===== src/rtl/sa_autosa_sync_evt_pkg.sv =====
// Shared types and constants for the synchronized toggle-event receiver.
package sa_autosa_sync_evt_pkg;

  typedef enum logic [0:0] {
    StInit = 1'b0,
    StRun  = 1'b1
  } evt_rx_state_e;

  localparam int unsigned STAT_W = 16;

  // Largest value a saturating counter of the given width may hold.
  function automatic int unsigned max_cnt(input int unsigned cnt_w);
    return (32'd1 << cnt_w) - 32'd1;
  endfunction

endpackage


===== src/rtl/sa_autosa_tgl_edge_det.sv =====
// Toggle-level edge detector. The first cycle after reset only captures the level, so a
// source toggle already high across a destination-only reset does not look like an event.
module sa_autosa_tgl_edge_det
  import sa_autosa_sync_evt_pkg::*;
(
  input  logic clk_i,
  input  logic rst_ni,
  input  logic sync_tgl_i,
  output logic edge_o
);

  evt_rx_state_e state_q, state_d;
  logic          tgl_q;

  always_comb begin
    state_d = state_q;
    edge_o  = 1'b0;
    unique case (state_q)
      StInit: state_d = StRun;
      StRun:  edge_o  = sync_tgl_i ^ tgl_q;
      default: state_d = StInit;
    endcase
  end

  always_ff @(posedge clk_i or negedge rst_ni) begin
    if (!rst_ni) begin
      state_q <= StInit;
      tgl_q   <= 1'b0;
    end else begin
      state_q <= state_d;
      tgl_q   <= sync_tgl_i;
    end
  end

endmodule


===== src/rtl/sa_autosa_sync_evt_rx.sv =====
// Destination-side event receiver: counts toggle edges into a saturating pending count and
// hands them out over valid/ready. Define SA_AUTOSA_SYNC_EVT_RX_STAT_EN for the evt_total port.
module sa_autosa_sync_evt_rx
  import sa_autosa_sync_evt_pkg::*;
#(
  parameter int unsigned CNT_W = 4
) (
  input  logic             o_clk,
  input  logic             o_rstn,
  input  logic             sync_tgl,
  output logic             evt_valid,
  input  logic             evt_ready,
  output logic [CNT_W-1:0] evt_pend,
  output logic             ovf,
  input  logic             ovf_clr
`ifdef SA_AUTOSA_SYNC_EVT_RX_STAT_EN
  ,
  output logic [STAT_W-1:0] evt_total
`endif
);

  localparam logic [CNT_W-1:0] PendMax = CNT_W'(max_cnt(CNT_W));

  logic             tgl_edge;
  logic             pop;
  logic             ovf_set;
  logic [CNT_W-1:0] pend_q, pend_d;
  logic             ovf_q, ovf_d;

  sa_autosa_tgl_edge_det u_edge_det (
    .clk_i      (o_clk),
    .rst_ni     (o_rstn),
    .sync_tgl_i (sync_tgl),
    .edge_o     (tgl_edge)
  );

  // Valid comes straight from the registered count, so pop can never underflow.
  assign evt_valid = (pend_q != '0);
  assign pop       = evt_valid && evt_ready;
  assign evt_pend  = pend_q;
  assign ovf       = ovf_q;

  always_comb begin
    pend_d  = pend_q;
    ovf_set = 1'b0;
    if (tgl_edge && !pop) begin
      if (pend_q == PendMax) begin
        ovf_set = 1'b1;
      end else begin
        pend_d = pend_q + 1'b1;
      end
    end else if (!tgl_edge && pop) begin
      pend_d = pend_q - 1'b1;
    end
  end

  // Set beats clear so an overflow coinciding with ovf_clr is not lost.
  always_comb begin
    ovf_d = ovf_q;
    if (ovf_set) begin
      ovf_d = 1'b1;
    end else if (ovf_clr) begin
      ovf_d = 1'b0;
    end
  end

  always_ff @(posedge o_clk or negedge o_rstn) begin
    if (!o_rstn) begin
      pend_q <= '0;
      ovf_q  <= 1'b0;
    end else begin
      pend_q <= pend_d;
      ovf_q  <= ovf_d;
    end
  end

`ifdef SA_AUTOSA_SYNC_EVT_RX_STAT_EN
  logic [STAT_W-1:0] total_q;

  always_ff @(posedge o_clk or negedge o_rstn) begin
    if (!o_rstn) begin
      total_q <= '0;
    end else if (tgl_edge) begin
      total_q <= total_q + 1'b1;
    end
  end

  assign evt_total = total_q;
`endif

endmodule


===== config.mk =====
export PLATFORM = sky130hd
export DESIGN_NAME = sa_autosa_sync_evt_rx
export DESIGN_NICKNAME = d
export VERILOG_FILES = /design/src/rtl/sa_autosa_sync_evt_pkg.sv /design/src/rtl/sa_autosa_tgl_edge_det.sv /design/src/rtl/sa_autosa_sync_evt_rx.sv
export SDC_FILE = /design/constraint.sdc
export NUM_CORES = 1
export LEC_CHECK = 0
export CORE_AREA = 2 2 39 41
export CTS_CLUSTER_SIZE = 40
export DETAILED_ROUTE_END_ITERATION = 10
export DIE_AREA = 0 0 41 43
export PLACE_DENSITY_LB_ADDON = 0.3
export SYNTH_ARGS = -nofsm -noshare
export SYNTH_HDL_FRONTEND = slang
export SYNTH_SLANG_ARGS = --single-unit

===== constraint.sdc =====
create_clock -name o_clk -period 4.5 [get_ports o_clk]
set_clock_uncertainty 0.2 [all_clocks]
set_input_delay 0.675 -clock o_clk [delete_from_list [all_inputs] [get_ports o_clk]]
set_output_delay 0.675 -clock o_clk [all_outputs]
set_load 0.005 [all_outputs]

==> results.cfg <==
[run_status]
outcome = completed

[routing]
post_drt_wl_per_cell_um = 11.6
drtIter0Drc = 2
drt_wl_total_um = 683
first_pass_iters = 3
drc = 0
vias = 279
vias_per_cell = 4.73
ant_nets = 0

[worst_setup_path]
worstPathArrival_ps = 2740
crit_path_cell_trace = clkdlybuf4s50_1, xor2_1, nand3_1, ha_1, a21o_2, a21oi_1, mux2i_1, xor2_1
crit_end = evt_pend[3]
cp_top_family = buffers and inverters
r2r_setup_slack_ps = 1900
crit_path_start_kind = input pin
cpMaxStageDelayCell = clkdlybuf4s50_1
path_common_cell = xor2_1
endpoint_kind = register
required_ps = 4480
critPathMaxFanout = 4
critPathBufInv = 1
cp-startpoint = sync_tgl
crit_path_max_incr_delay_ps = 490
criticalPathCategory = in2reg
cp.depth = 8
worst_r2r_startpoint = evt_pend[0]
r2r-end = evt_pend[3]
r2r_cells = 7

[timing]
layout_min_cycle_time_ps = 2760
fmax_mhz = 362
whs_ps = 342
setup_viol = 0
min_period_over_period = 0.614
drv_slew = 0
hold_viol = 0
setup_tns_ps = 0
rsz0062_at_grt = false

[floorplan]
start_util = 0.269
die_height_um = 43
die_area_um2 = 1760
io_pins = 11
num_rows = 14
fp.coreArea_um2 = 1380
die_w_um = 41

[grt]
antenna_found_initial = 0
grt_start_max_net_pins = 8
grt_pass1_wl_um = 1130
grt_usage = 0.102
first_global_vias = 265
grt-ovfl-total = 0

[yosys]
ys_types = 16
yosysTopAreaCell = dfrtp_1
netlist_area_um2 = 373
ys_seq_elements = 7
ys_seq_area_frac = 0.470
syn_nets = 37
yosysWarnings = 0
yosysTopAreaCellShare = 0.470
synthTopCellsByArea = dfrtp_1 (47%), xor2_1 (9.4%), ha_1 (6.7%), mux2_2 (6.0%), fa_1 (5.4%)
synth.avg_cell_area_um2 = 12.9
netlist_instances = 29

[cts]
cts-buffers-inserted = 3
root_buffer = clkbuf_4
cts_resized = 0
ctsHoldBuffers = 0
cts_buffer_depth = 2
cts_sinks = 7
cts_tree = yes
htreeDepth = 1
cts_setup_buffers = 0
clk_latency_ps = 250
clkTransAtPathRegs_ps = 50

[cells_and_area]
antenna_cells = 0
nNetsFinal = 52
area_growth_pct = 39.3
drive_gt1_frac = 0.233

[placement]
numPortBuffers = 10
dpl.hpwl_um = 534
gp_congestion = 0.813

[power_and_ir_drop]
irDropWorstVdd_v = 0.000197
pwr_density_cell_nw_per_um2 = 612
power.leakage_nw = 0.219

[flow_run]
maxCapViolCount = 0

[worst_hold_path]
worstHoldPathType = reg2reg
[layer usage]
layer / wire [um] / up-vias / GRT usage / share of wire
li1: - / 134 / - / -
met1: 304 / 133 / 0.122 / 0.45
met2: 311 / 10 / 0.134 / 0.46
met3: 55 / 2 / 0.0471 / 0.081
met4: 12 / 0 / 0.0800 / 0.018
met5: 0 / - / 0 / 0
[worst min-delay path by stage]
stage	start	to	slack, ps	cells after the start
2_1_floorplan	o_rstn	evt_pend[0]	180	0
3_3_place_gp	ovf	ovf	330	2
3_5_place_dp	ovf	ovf	330	2
4_1_cts	ovf	ovf	340	2
5_1_grt	ovf	ovf	360	2
6_report	ovf	ovf	340	2
[area by class of cell]
class,instances,area [um^2]
tap,16,20.0
clock buffer,4,26.3
fill,143,865
multi-input combinational,21,194
sequential,7,175
timing repair buffer,10,100
inverter,1,3.75
[placed cells by master, fill, tap and decap left out]
master	instances
clkdlybuf4s50_1	10
dfrtp_1	7
xor2_1	4
clkbuf_4	3
a21o_2	2
nand4_1	2
mux2_2	2
ha_1	2
o41ai_2	1
nand3_1	1
or4_2	1
nand2_2	1
a21oi_1	1
mux2i_1	1
inv_1	1
o22ai_1	1
fa_1	1
clkbuf_1	1
conb_1	1
[state kept, by name (all words and copies together) (netlist names)]
| register | flops |
|---|---|
| evt_pend | 4 |
| ovf | 1 |
| u_edge_det.state_q | 1 |
| u_edge_det.tgl_q | 1 |
[kinds of logic after synthesis]
logic type / share of synthesized area
simple gates: 0.0872
mux: 0.0872
compound gates: 0.121
other cells: 0.0101
flops: 0.470
buf+inv: 0.0101
xor+xnor: 0.0940
fa+ha+maj: 0.121
[cells in the mapped netlist]
cell,instances
nand4_1,2
conb_1,1
o41ai_2,1
fa_1,1
nand3_1,1
mux2_2,2
dfrtp_1,7
o22ai_1,1
or4_2,1
mux2i_1,1
xor2_1,4
a21oi_1,1
a21o_2,2
nand2_2,1
ha_1,2
inv_1,1
[per-stage QoR]
step | worst slack, ps | power [mW] | area [um^2] | util | std cells
after CTS | 1720 | 0.324 | 519 | 0.375 | 59
after global placement | 1520 | 0.259 | 493 | 0.356 | 55
after detailed placement | 1480 | 0.264 | 493 | 0.356 | 55
final | 1740 | 0.318 | 519 | 0.375 | 59
after floorplan | 2120 | 0.196 | 373 | - | 29
after global routing | 1520 | 0.346 | 519 | 0.375 | 59
[worst register-to-register path, stage by stage (launching register included)]
cell     delay (ps)
dfrtp_1         470
o41ai_2         480
nand3_1         250
ha_1            340
a21o_2          210
a21oi_1         180
mux2i_1         240
xor2_1          150
[power breakdown]
part | leakage [nW] | switching (mW) | internal (mW)
combinational | 0.120 | 0.0484 | 0.0894
clock | 0.0150 | 0.0243 | 0.0339
sequential | 0.0841 | 0.0374 | 0.0844
total | 0.219 | 0.110 | 0.208
No activity file was read; power rests on OpenSTA's default activity.
